File: config.mk
export PLATFORM = sky130hd
export DESIGN_NAME = serial_subtractor
export DESIGN_NICKNAME = d
export VERILOG_FILES = /design/src/rtl/serial_sub_pkg.sv /design/src/rtl/full_subtractor_bit.sv /design/src/rtl/serial_subtractor.sv
export SDC_FILE = /design/constraint.sdc
export NUM_CORES = 1
export LEC_CHECK = 0
export CAP_MARGIN = 30
export CORE_ASPECT_RATIO = 1.1
export CORE_MARGIN = 5
export CORE_UTILIZATION = 35
export DETAILED_ROUTE_END_ITERATION = 8
export GPL_TIMING_DRIVEN = 1
export SLEW_MARGIN = 0
export SYNTH_ARGS = -nofsm -noshare
export SYNTH_HDL_FRONTEND = slang
export SYNTH_SLANG_ARGS = --single-unit
File: constraint.sdc
create_clock -name clk -period 1.52 [get_ports clk]
set_input_delay 0.228 -clock clk [delete_from_list [all_inputs] [get_ports clk]]
set_output_delay 0.228 -clock clk [all_outputs]
set_load 0.02 [all_outputs]
File: src/rtl/serial_sub_pkg.sv
// rtl/serial_sub_pkg.sv - shared state type and width helper for the bit-serial subtractor
package serial_sub_pkg;

   typedef enum logic [1:0] {
      IDLE = 2'd0,
      BUSY = 2'd1,
      DONE = 2'd2
   } state_t;

   // ceil(log2(value)); returns 0 for value <= 1
   function automatic int clog2(input int value);
      int r;
      int v;
      r = 0;
      v = value - 1;
      while (v > 0) begin
         r = r + 1;
         v = v >> 1;
      end
      return r;
   endfunction

endpackage

File: src/rtl/full_subtractor_bit.sv
// rtl/full_subtractor_bit.sv - combinational one-bit full subtractor
module full_subtractor_bit (
   input  logic a,
   input  logic b,
   input  logic bin,
   output logic d,
   output logic bout
);

   // difference and borrow for a - b - bin
   always_comb begin
      d    = a ^ b ^ bin;
      bout = (~a & b) | (~(a ^ b) & bin);
   end

endmodule

File: src/rtl/serial_subtractor.sv
// rtl/serial_subtractor.sv - bit-serial unsigned subtractor d = x - y, optional ovf under SERIAL_SUB_OVF_EN
module serial_subtractor
   import serial_sub_pkg::*;
#(
   parameter int n = 4,
   parameter int m = 4
) (
   input  logic         clk,
   input  logic         rst,
   input  logic         start,
   input  logic [n-1:0] x,
   input  logic [m-1:0] y,
   output logic         busy,
   output logic         done,
   output logic [n-1:0] d,
   output logic         bout
`ifdef SERIAL_SUB_OVF_EN
   ,
   output logic         ovf
`endif
);

   localparam int cw = clog2(n) + 1;

   state_t          state;
   logic [n-1:0]    a;
   logic [n-1:0]    b;
   logic [n-1:0]    res;
   logic            br;
   logic [cw-1:0]   cnt;
   logic [n-1:0]    y_ext;
   logic            di;
   logic            br_next;
   logic [n-1:0]    res_next;

`ifdef SERIAL_SUB_OVF_EN
   logic            a_msb;
   logic            b_msb;
`endif

   // zero-extend the subtrahend to the operand width
   always_comb begin
      y_ext        = '0;
      y_ext[m-1:0] = y;
   end

   // result register after inserting this cycle's difference bit at the MSB
   always_comb begin
      res_next = {di, res[n-1:1]};
   end

   full_subtractor_bit u_bit (
      .a    (a[0]),
      .b    (b[0]),
      .bin  (br),
      .d    (di),
      .bout (br_next)
   );

   // control FSM and serial datapath; d/bout only change on entry to DONE
   always_ff @(posedge clk) begin
      if (rst) begin
         state <= IDLE;
         busy  <= 1'b0;
         done  <= 1'b0;
         d     <= '0;
         bout  <= 1'b0;
         a     <= '0;
         b     <= '0;
         res   <= '0;
         br    <= 1'b0;
         cnt   <= '0;
`ifdef SERIAL_SUB_OVF_EN
         ovf   <= 1'b0;
         a_msb <= 1'b0;
         b_msb <= 1'b0;
`endif
      end else begin
         case (state)
            IDLE: begin
               done <= 1'b0;
               if (start) begin
                  a     <= x;
                  b     <= y_ext;
                  res   <= '0;
                  br    <= 1'b0;
                  cnt   <= '0;
                  busy  <= 1'b1;
                  state <= BUSY;
`ifdef SERIAL_SUB_OVF_EN
                  a_msb <= x[n-1];
                  b_msb <= y_ext[n-1];
`endif
               end
            end
            BUSY: begin
               res <= res_next;
               a   <= {1'b0, a[n-1:1]};
               b   <= {1'b0, b[n-1:1]};
               br  <= br_next;
               cnt <= cnt + 1'b1;
               if (cnt == cw'(n - 1)) begin
                  d     <= res_next;
                  bout  <= br_next;
                  busy  <= 1'b0;
                  done  <= 1'b1;
                  state <= DONE;
`ifdef SERIAL_SUB_OVF_EN
                  ovf   <= (a_msb != b_msb) && (di != a_msb);
`endif
               end
            end
            DONE: begin
               done  <= 1'b0;
               state <= IDLE;
            end
            default: begin
               busy  <= 1'b0;
               done  <= 1'b0;
               state <= IDLE;
            end
         endcase
      end
   end

endmodule

Word-level counts from Yosys, hierarchy flattened. Index checks and enable logic that the tools add are counted.

Word-level logic and storage cells: 48. Input port bits: 11. Register bits after elaboration: 25. Output and inout bits: 7.

Multiplexer cells: 16. Add/subtract/negate cells: 1. Eq/ne operators: 5. Bitwise gates (word level): 9. Reductions and logical operators: 7.

Operators by type and width (number): 4-bit one-hot mux with 2 select lines (3); 4-bit two-way mux (3); 3-bit one-hot mux with 2 select lines (1); 2-bit AND reduction (3); 2-bit two-way mux (2); 2-bit != test (second input constant) (2); 1-bit NOT (4); 2-bit one-hot mux with 2 select lines (1); 3-bit by 1-bit adder with 3-bit output (second input constant) (1); 3-bit by 2-bit == test with 1-bit output (second input constant) (1); 1-bit two-way mux (3); 3-bit two-way mux (1); 1-bit one-hot mux with 3 select lines (1); 3-bit AND reduction (1); 1-bit bitwise AND (2); 2-bit by 1-bit == test with 1-bit output (second input constant) (1); 2-bit == test (second input constant) (1); 2-bit zero test (1); 1-bit one-hot mux with 2 select lines (1); 2-bit nonzero test (1); 2-bit OR reduction (1); 1-bit bitwise XOR (2); 1-bit OR (1).

Logic depth before layout (Yosys ltp). Gate-level depths: netlist of the first run.

Depth in word-level cells: 5. Gate-level depth with buffers: 6. Mapped depth without buffers: 5.

Modules after synthesis. From an unflattened synthesis of the first run, not the netlist that was laid out.

Cell total of the unflattened synthesis: 103. Area total of the unflattened synthesis: 1028.5 sq um.

Modules (own cells, without submodules): serial_subtractor (area each 997.2 sq um, instances 1, sequential area each 480.5 sq um, cells each 99); full_subtractor_bit (area each 31.3 sq um, instances 1, sequential area each 0.0 sq um, cells each 4).

Worst setup path before layout of the first run. OpenSTA, ideal clock, no wires.

Path kind: register to register. From: register cnt[0]. To: register d[3]. Buffers on the path: 1. Period minus slack after synthesis: 1297 ps. Stages on the path, launching flop included: 7. Required time: 1388 ps. Setup time: 132 ps. Slack: 223 ps. Arrival time: 1164 ps. Cell sequence: dfxtp_1 -> ha_1 -> ha_1 -> clkbuf_1 -> nand3b_1 -> nand2_1 -> a21oi_1.

Cells in the longest elaborated chain, start to end: 2.

RTL lines: start: declaration (line serial_subtractor.sv:30) `logic [cw-1:0] cnt;`; start signal: assignment (line serial_subtractor.sv:101) `cnt <= cnt + 1'b1;`; 3-bit by 2-bit == test with 1-bit output (line serial_subtractor.sv:102) `if (cnt == cw'(n - 1)) begin`; 2-bit AND reduction (no source line); end signal: assignment (line serial_subtractor.sv:103) `d <= res_next;`; end: declaration (line serial_subtractor.sv:15) `output logic [n-1:0] d,`.

Every way passes these cells. A chain may end at the register's enable or synchronous reset.

Worst setup path in the final report of the first run.
From: register cnt[0]. To: register d[0].

Same word-level chain as after synthesis.

==> flow_metrics.env, run 1 <==
export IMPL_grt_usage_pct=10.7
export IMPL_crit_required_ns=1.73
export IMPL_ys_ff_latch=24
export IMPL_grt_pass1_vias=809
export IMPL_numCtsBuffers=3
export IMPL_powerDensity_nw_per_um2=866
export IMPL_drive_gt1_share_pct=13.9
export IMPL_cts_root_buf="clkbuf_4"
export IMPL_finalCritPeriodShare_pct=87.8
export IMPL_total_leakage_power_uw=0.000557
export IMPL_setup_violations_final=0
export IMPL_synth_simple_area_share_pct=16.2
export IMPL_firstDrtPassIters=2
export IMPL_tightest_slew_ns=0.330
export IMPL_crit_family="adder cells"
export IMPL_synth_top_family_by_area="compound AO/OA/AOI/OAI gates"
export IMPL_cts_max_level=1
export IMPL_utilization_pct=42.7
export IMPL_synthArstFlopShare_pct=0
export IMPL_hold_path_startpoint="d[2]"
export IMPL_relSlewSlack_pct=77.9
export IMPL_cpMostUsedCell="ha_1"
export IMPL_vdd_drop_max_mv=0.432
export IMPL_maxCapViolCount=0
export IMPL_initial_core_util_pct=35.6
export IMPL_synth_nets=121
export IMPL_die_x_um=62.7
export IMPL_antenna_found_initial=0
export IMPL_synth_distinct_cells=29
export IMPL_cts_setup_buffers=0
export IMPL_num_vias=786
export IMPL_grt_max_degree=25
export IMPL_r2r_slack_ns=0.19
export IMPL_clkTransAtPathRegs_ns=0.12
export IMPL_dieArea_um2=4250
export IMPL_yosys_top_cells_area="dfxtp_1, mux2i_1, a211oi_2"
export IMPL_met2_length_um=894
export IMPL_io_buffers=17
export IMPL_critPathKind="flip-flop to flip-flop"
export IMPL_skew_ns=0.00306
export IMPL_rows=21
export IMPL_synth_seq_area_share_pct=45.0
export IMPL_slowest_stage="dfxtp_1"
export IMPL_status="finished, final reports clean"
export IMPL_clock_path_buffers=2
export IMPL_yosysWarnings=0
export IMPL_endpoint_kind="flip-flop"
export IMPL_nNetsFinal=138
export IMPL_drc=0
export IMPL_holdCritPathClass="flip-flop to flip-flop"
export IMPL_slew_violations=0
export IMPL_synth_area_per_cell_um2=9.97
export IMPL_dp_hpwl_um=1430
export IMPL_grt_pass1_wl_um=3660
export IMPL_synth_common_cells="dfxtp_1, nor2_1, a21oi_1, mux2i_1, nand2_1"
export IMPL_tns_ns=0
export IMPL_top_layer="met4"
export IMPL_drtIter0Drc=25
export IMPL_grt_overflow=0
export IMPL_reg2regPathDepth=5
export IMPL_routed_wl_um=1980
export IMPL_core_um2=3000
export IMPL_crit_buf_inv=0
export IMPL_gp_congestion=0.731
export IMPL_cp_arrival_ns=1.55
export IMPL_cp_start_kind="flip-flop"
export IMPL_period_minus_slack_ns=1.33
export IMPL_ys_dominant_reg_cell="dfxtp_1"
export IMPL_wl_per_cell_um=12.7
export IMPL_syn_inst=107
export IMPL_clock_sinks=24
export IMPL_slowest_delay_ns=0.37
export IMPL_io_pins=18
export IMPL_clock_latency_ns=0.31
export IMPL_rsz0062_at_grt="false"
export IMPL_via_per_inst=5.04
export IMPL_synth_most_common_cell="dfxtp_1"
export IMPL_synth_area_um2=1070
export IMPL_holdBufCountCts=0
export IMPL_fillCellCount=309
export IMPL_synth_area_leader_cell="dfxtp_1"
export IMPL_hold_depth=2
export IMPL_r2r_end="d[0]"
export IMPL_die_height_um=67.9
export IMPL_synth_top_area_share_pct=45.0
export IMPL_worstPathMaxFanout=7
export IMPL_worstPathCellList="ha_1 > ha_1 > nand3b_1 > nand2_1 > a21oi_1"
export IMPL_synthMuxAreaShare_pct=7.50
export IMPL_max_freq_mhz=749
export IMPL_wl_met1_um=980
export IMPL_insertedDiodeCount=0
export IMPL_cts_tree="done"
export IMPL_synthAdderAreaFrac_pct=4.22
export IMPL_synth_xor_area_share_pct=0
export IMPL_route_met3_wl_um=67
export IMPL_antenna_left=0
export IMPL_hold_violations=0
export IMPL_area_growth_pct=19.9
export IMPL_synth_compound_area_share_pct=19.3
export IMPL_synth_edf_count=0
export IMPL_r2r_start="cnt[0]"
export IMPL_worstHoldEndpoint="d[2]"
-- layout by cell type (no fill, tap or decap), types with 3 or more instances in the layout --
cell | netlist | final
dfxtp_1 | 24 | 24
nor2_1 | 12 | 12
clkdlybuf4s50_1 | 0 | 10
mux2i_1 | 8 | 8
a21oi_1 | 8 | 8
nand2_1 | 5 | 5
dlymetal6s2s_1 | 0 | 5
inv_1 | 4 | 4
nor2_2 | 4 | 4
a211oi_2 | 4 | 4
a22oi_1 | 4 | 4
nand3_1 | 4 | 4
nor3_1 | 3 | 3
nand3b_1 | 3 | 3
clkbuf_4 | 0 | 3
-- metal layers --
| metal | up-vias | track usage (%) |
|---|---|---|
| li1 | 404 | - |
| met1 | 364 | 13.0 |
| met2 | 13 | 18.1 |
| met3 | 5 | 1.97 |
| met4 | 0 | 5.57 |
| met5 | - | 0 |
-- final cells by class --
class                      instances  area (um2)  area share (%)
multi-input combinational         71         504            39.4
sequential                        24         480            37.5
timing repair buffer              20         215            16.8
tap                               34        42.5            3.32
clock buffer                       3        22.5            1.76
inverter                           4        15.0            1.17
-- how the worst max path moves through the flow --
| stage | start | to | slack [ns] | depth (start not counted) |
|---|---|---|---|---|
| floorplan | cnt[0] | d[3] | 0.22 | 6 |
| global placement | start | a[2] | 0.12 | 4 |
| detailed placement | start | a[2] | 0.08 | 4 |
| CTS | bout | bout | 0.003 | 1 |
| global route | cnt[0] | d[0] | 0.06 | 5 |
| finish | cnt[0] | d[0] | 0.19 | 5 |
-- flip-flops by register name (all words and copies together), names as in the netlist, 2 cells and up --
signal  flops
cnt         3
d           4
b           4
res         3
a           4
state       2
-- power breakdown --
part	leakage, uW	switching (uW)	internal (uW)
clock	0.0000138	175	92.6
combinational	0.000347	80.3	85.7
sequential	0.000196	19.4	657
total	0.000557	274	835
-- stage by stage --
step                std cells  hold slack [ns]  instance area [um2]  setup WS (ns)  total power [uW]
detailed placement        153            0.452                 1250         0.0771               859
global placement          153            0.451                 1250          0.117               855
floorplan                 107            0.300                 1070          0.223               810
global route              156            0.504                 1280         0.0577              1180
finish                    156            0.469                 1280          0.185              1110
CTS                       156            0.473                 1270        0.00261              1130
-- repair_timing --
item | CTS | global route
resized for setup | 2 | 5
endpoints found under the setup margin | 2 | 5
endpoints found under the hold margin | 0 | 0
-- cells by family (layout without fill, tap and decap cells) --
kind of cell | count (synthesis) | in the layout
flip-flops | 24 | 24
buffers and inverters | 12 | 27
adder cells (fa/ha/maj) | 3 | 3
AND/OR/NAND/NOR | 34 | 34
AO/OA/AOI/OAI | 26 | 26
multiplexers | 8 | 8
-- tightest hold or removal path: stages, from the launching register on --
cell	delay (ns)
dfxtp_1	0.33
nand2_1	0.05
a21oi_1	0.05
No activity file was read; power rests on OpenSTA's default activity.
==> inputs of run 2 (changes only) <==
--- a/config.mk
+++ b/config.mk
@@ -6,11 +6,14 @@
 export NUM_CORES = 1
 export LEC_CHECK = 0
 export CAP_MARGIN = 30
+export CELL_PAD_IN_SITES_DETAIL_PLACEMENT = 1
+export CELL_PAD_IN_SITES_GLOBAL_PLACEMENT = 2
 export CORE_ASPECT_RATIO = 1.1
 export CORE_MARGIN = 5
-export CORE_UTILIZATION = 35
+export CORE_UTILIZATION = 32
 export DETAILED_ROUTE_END_ITERATION = 8
 export GPL_TIMING_DRIVEN = 1
+export PLACE_DENSITY_LB_ADDON = 0.1
 export SLEW_MARGIN = 0
 export SYNTH_ARGS = -nofsm -noshare
 export SYNTH_HDL_FRONTEND = slang
==> run 2 against run 1 <==
Wire length is 11% higher. Clock-buffer cell count unchanged. Sequential power is essentially flat. Combinational power is 4% higher. Critical endpoint is now d[2]. Largest cell class unchanged.
==> flow_metrics.env, run 2 (synthesis gave the netlist of run 1 again) <==
export IMPL_slowest_stage="dfxtp_1"
export IMPL_routed_wl_um=2190
export IMPL_num_vias=794
export IMPL_gp_congestion=0.714
export IMPL_maxCapViolCount=0
export IMPL_skew_ns=0.00131
export IMPL_cp_start_kind="flip-flop"
export IMPL_cts_tree="done"
export IMPL_hold_violations=0
export IMPL_area_growth_pct=20.2
export IMPL_holdWs_ns=0.461
export IMPL_crit_buf_inv=0
export IMPL_setup_violations_final=0
export IMPL_grt_pass1_vias=874
export IMPL_clock_latency_ns=0.31
export IMPL_worstPathMaxFanout=7
export IMPL_tightest_slew_ns=0.350
export IMPL_max_freq_mhz=760
export IMPL_slew_violations=0
export IMPL_vdd_drop_max_mv=0.376
export IMPL_drive_gt1_share_pct=14.6
export IMPL_rsz0062_at_grt="false"
export IMPL_drtIter0Drc=23
export IMPL_firstDrtPassIters=2
export IMPL_via_per_inst=4.99
export IMPL_dp_hpwl_um=1610
export IMPL_grt_usage_pct=10.9
export IMPL_worstPathCellList="ha_1 > ha_1 > nand3b_1 > nand2_1 > a21oi_1"
export IMPL_insertedDiodeCount=0
export IMPL_grt_max_degree=25
export IMPL_status="finished, final reports clean"
export IMPL_crit_required_ns=1.74
export IMPL_critPathKind="flip-flop to flip-flop"
export IMPL_utilization_pct=39.2
export IMPL_io_pins=18
export IMPL_initial_core_util_pct=32.6
export IMPL_endpoint_kind="flip-flop"
export IMPL_fillCellCount=390
export IMPL_cpMostUsedCell="ha_1"
export IMPL_finalCritPeriodShare_pct=86.5
export IMPL_antenna_left=0
export IMPL_nNetsFinal=139
export IMPL_period_minus_slack_ns=1.32
export IMPL_numCtsBuffers=3
export IMPL_holdCritPathClass="flip-flop to flip-flop"
export IMPL_layout_cells_non_filler=159
export IMPL_clock_sinks=24
export IMPL_crit_family="adder cells"
export IMPL_clock_path_buffers=2
export IMPL_seq_area_um2=480
export IMPL_dieArea_um2=4590
export IMPL_grt_overflow=0
export IMPL_drc=0
export IMPL_cts_max_level=1
export IMPL_most_common_layout_cells="dfxtp_1, nor2_1, clkdlybuf4s50_1"
export IMPL_grt_pass1_wl_um=3930
export IMPL_tns_ns=0
export IMPL_total_leakage_power_uw=0.000534
export IMPL_wl_per_cell_um=13.8
export IMPL_relSlewSlack_pct=76.6
export IMPL_cts_setup_buffers=0
export IMPL_final_common_cell="dfxtp_1"
export IMPL_antenna_found_initial=0
export IMPL_die_x_um=65.1
export IMPL_dpl_cell_count=156
export IMPL_rows=22
export IMPL_top_regs="a x4, b x4, d x4"
export IMPL_slowest_delay_ns=0.37
export IMPL_powerDensity_nw_per_um2=876
export IMPL_cp_arrival_ns=1.53
export IMPL_cts_root_buf="clkbuf_4"
export IMPL_core_um2=3280
export IMPL_clkTransAtPathRegs_ns=0.12
export IMPL_multi_input_area_um2=504
export IMPL_die_height_um=70.6
export IMPL_io_buffers=17
==> run 2: changes by cell type in the layout (fill, tap and decap cells not counted), sizes merged <==
| cell | delta |
|---|---|
| dlymetal6s2s | -2 |
| buf | +1 |
| dlygate4sd2 | +2 |
==> run 2: layout make-up <==
cell class	count	share of cell area, %
sequential	24	37.5
inverter	4	1.17
clock buffer	3	1.76
tap	36	3.51
multi-input combinational	71	39.3
timing repair buffer	21	16.8
==> run 2: what timing repair did <==
| item | in CTS | in global routing |
|---|---|---|
| setup endpoints to repair | 4 | 3 |
| pin swaps | 0 | 0 |
| gates resized for setup | 4 | 3 |
| endpoints found under the hold margin | 0 | 0 |
| hold buffers | 0 | 0 |
| gates cloned | 0 | 0 |
==> run 2: where the power goes <==
group / internal (uW) / leakage [uW] / switching (uW)
logic: 88.8 / 0.000324 / 83.6
registers: 657 / 0.000196 / 19.2
clock network: 92.7 / 0.0000138 / 183
total: 838 / 0.000534 / 286
==> run 2: per-layer routing <==
layer	global-route usage, %	vias up	wire, um
met4	5.53	0	24
li1	-	402	-
met5	0	-	0
met2	19.2	7	1120
met1	12.1	383	1000
met3	2.54	2	50
==> run 2: path summary, 6_finish.rpt <==
path | startpoint | to | slack (ns) | cells past startpoint
max | cnt[0] | d[2] | 0.20 | 5
min | d[0] | d[0] | 0.46 | 2
max reg2reg | cnt[0] | d[2] | 0.20 | 5
min reg2reg | d[0] | d[0] | 0.46 | 2
==> run 2: through the flow <==
step	area (um2)	worst slack (ns)	power, uW
finish	1280	0.205	1120
global route	1280	0.103	1200
CTS	1270	0.00432	1160
detailed placement	1260	0.0477	869
global placement	1260	0.113	864
floorplan	1070	0.223	810
==> run 2: worst register-to-register path: stages (launching register included) <==
cell      delay (ns)
dfxtp_1         0.37
ha_1            0.16
ha_1            0.30
nand3b_1        0.21
nand2_1         0.11
a21oi_1         0.06
==> inputs of run 3 (changes only) <==
--- a/config.mk
+++ b/config.mk
@@ -5,7 +5,7 @@
 export SDC_FILE = /design/constraint.sdc
 export NUM_CORES = 1
 export LEC_CHECK = 0
-export CAP_MARGIN = 30
+export CAP_MARGIN = 10
 export CELL_PAD_IN_SITES_DETAIL_PLACEMENT = 1
 export CELL_PAD_IN_SITES_GLOBAL_PLACEMENT = 2
 export CORE_ASPECT_RATIO = 1.1
@@ -14,6 +14,7 @@
 export DETAILED_ROUTE_END_ITERATION = 8
 export GPL_TIMING_DRIVEN = 1
 export PLACE_DENSITY_LB_ADDON = 0.1
+export SETUP_SLACK_MARGIN = 0.05
 export SLEW_MARGIN = 0
 export SYNTH_ARGS = -nofsm -noshare
 export SYNTH_HDL_FRONTEND = slang
==> run 3 against run 2 <==
Wire length down 0.36%. Clock skew about the same. Sequential share of layout area grew 0.33 points. Design area fell by 0.88%. Setup slack stayed put. Via count unchanged. Non-clock buffer count unchanged. Combinational power barely moved. Fmax unchanged. Flip-flop and latch count did not move. First-iteration DRC count shrank 8.7%. Highest routed layer unchanged.
==> flow_metrics.env, run 3 (synthesis gave the netlist of run 1 again) <==
export IMPL_status="finished, final reports clean"
export IMPL_die_x_um=65.1
export IMPL_crit_family="adder cells"
export IMPL_top_regs="a x4, b x4, d x4"
export IMPL_initial_core_util_pct=32.6
export IMPL_finalCritPeriodShare_pct=86.5
export IMPL_gp_congestion=0.714
export IMPL_tightest_slew_ns=0.350
export IMPL_grt_overflow=0
export IMPL_cp_arrival_ns=1.53
export IMPL_dpl_cell_count=156
export IMPL_grt_max_degree=25
export IMPL_cpMostUsedCell="ha_1"
export IMPL_maxCapViolCount=0
export IMPL_area_growth_pct=19.1
export IMPL_die_height_um=70.6
export IMPL_dieArea_um2=4590
export IMPL_nNetsFinal=139
export IMPL_critPathKind="flip-flop to flip-flop"
export IMPL_grt_pass1_wl_um=3930
export IMPL_drive_gt1_share_pct=14.6
export IMPL_io_pins=18
export IMPL_hold_path_startpoint="d[0]"
export IMPL_crit_start="cnt[0]"
export IMPL_via_per_inst=4.99
export IMPL_cp_start_kind="flip-flop"
export IMPL_slowest_stage="dfxtp_1"
export IMPL_cts_root_buf="clkbuf_4"
export IMPL_place_area_um2=1260
export IMPL_crit_required_ns=1.74
export IMPL_layout_cells_non_filler=159
export IMPL_endpoint_kind="flip-flop"
export IMPL_insertedDiodeCount=0
export IMPL_hold_violations=0
export IMPL_tns_ns=0
export IMPL_vdd_drop_max_mv=0.376
export IMPL_dp_hpwl_um=1610
export IMPL_powerDensity_nw_per_um2=884
export IMPL_period_minus_slack_ns=1.32
export IMPL_most_common_layout_cells="dfxtp_1, nor2_1, clkdlybuf4s50_1"
export IMPL_clock_sinks=24
export IMPL_worstPathMaxFanout=7
export IMPL_rows=22
export IMPL_setup_violations_final=0
export IMPL_clock_path_buffers=2
export IMPL_firstDrtPassIters=2
export IMPL_clock_latency_ns=0.31
export IMPL_fillCellCount=393
export IMPL_core_um2=3280
export IMPL_rsz0062_at_grt="false"
export IMPL_slew_violations=0
export IMPL_r2r_start="cnt[0]"
export IMPL_cts_tree="done"
export IMPL_numCtsBuffers=3
export IMPL_worstPathCellList="ha_1 > ha_1 > nand3b_1 > nand2_1 > a21oi_1"
export IMPL_clkTransAtPathRegs_ns=0.12
export IMPL_design_area_um2=1270
export IMPL_cts_max_level=1
export IMPL_drtIter0Drc=21
export IMPL_routed_wl_um=2190
export IMPL_antenna_left=0
export IMPL_holdCritPathClass="flip-flop to flip-flop"
export IMPL_holdBufCountCts=0
export IMPL_num_vias=794
export IMPL_final_common_cell="dfxtp_1"
export IMPL_max_freq_mhz=760
export IMPL_io_buffers=17
export IMPL_crit_buf_inv=0
export IMPL_grt_pass1_vias=874
export IMPL_grt_usage_pct=10.9
export IMPL_total_leakage_power_uw=0.000492
export IMPL_slowest_delay_ns=0.37
export IMPL_antenna_found_initial=0
export IMPL_relSlewSlack_pct=76.6
export IMPL_skew_ns=0.00131
export IMPL_drc=0
export IMPL_wl_per_cell_um=13.7
-- run 3: layout make-up --
class / instances / area [um2] / area share (%)
Clock buffer: 3 / 22.5 / 1.77
Inverter: 4 / 15.0 / 1.18
Multi-Input combinational cell: 71 / 504 / 39.7
Sequential cell: 24 / 480 / 37.8
Tap cell: 36 / 45.0 / 3.54
Timing Repair Buffer: 21 / 204 / 16.0
-- run 3: timing repair --
item,in CTS,in global routing
setup buffers,0,0
setup endpoints to repair,7,0
gates resized for setup,7,0
-- run 3: final timing paths --
path,to,slack [ns],cells after the start
worst max-delay path,d[2],0.20,5
worst min-delay path,d[0],0.46,2
worst max register to register,d[2],0.20,5
worst min register to register,d[0],0.46,2
-- run 3: per-layer routing --
metal / global-route usage, % / share of wire [%] / vias up
met5: 0 / 0 / -
met4: 5.53 / 1.1 / 0
met3: 2.54 / 2.3 / 2
met2: 19.2 / 51 / 7
met1: 12.1 / 46 / 383
li1: - / - / 402
-- run 3: tightest hold or removal path, delay by kind of cell, from the launching register on --
kind,cells,cell delay (ns)
AND/OR/NAND/NOR,1,0.05
flip-flops,1,0.33
AO/OA/AOI/OAI,1,0.05
-- run 3: stage by stage --
step	power [uW]	hold slack [ns]	utilization (%)	worst slack, ns
6_report	1120	0.461	38.8	0.205
5_1_grt	1200	0.460	38.8	0.103
4_1_cts	1160	0.466	38.8	0.203
3_5_place_dp	869	0.452	38.4	0.0477
3_3_place_gp	864	0.449	38.4	0.113
2_1_floorplan	810	0.300	-	0.223
-- run 3: power by group --
group	leakage (uW)	internal, uW	switching (uW)	total (uW)
clock network	0.0000138	92.7	183	276
registers	0.000196	657	19.2	676
logic	0.000282	88.7	83.6	172
total	0.000492	838	286	1120
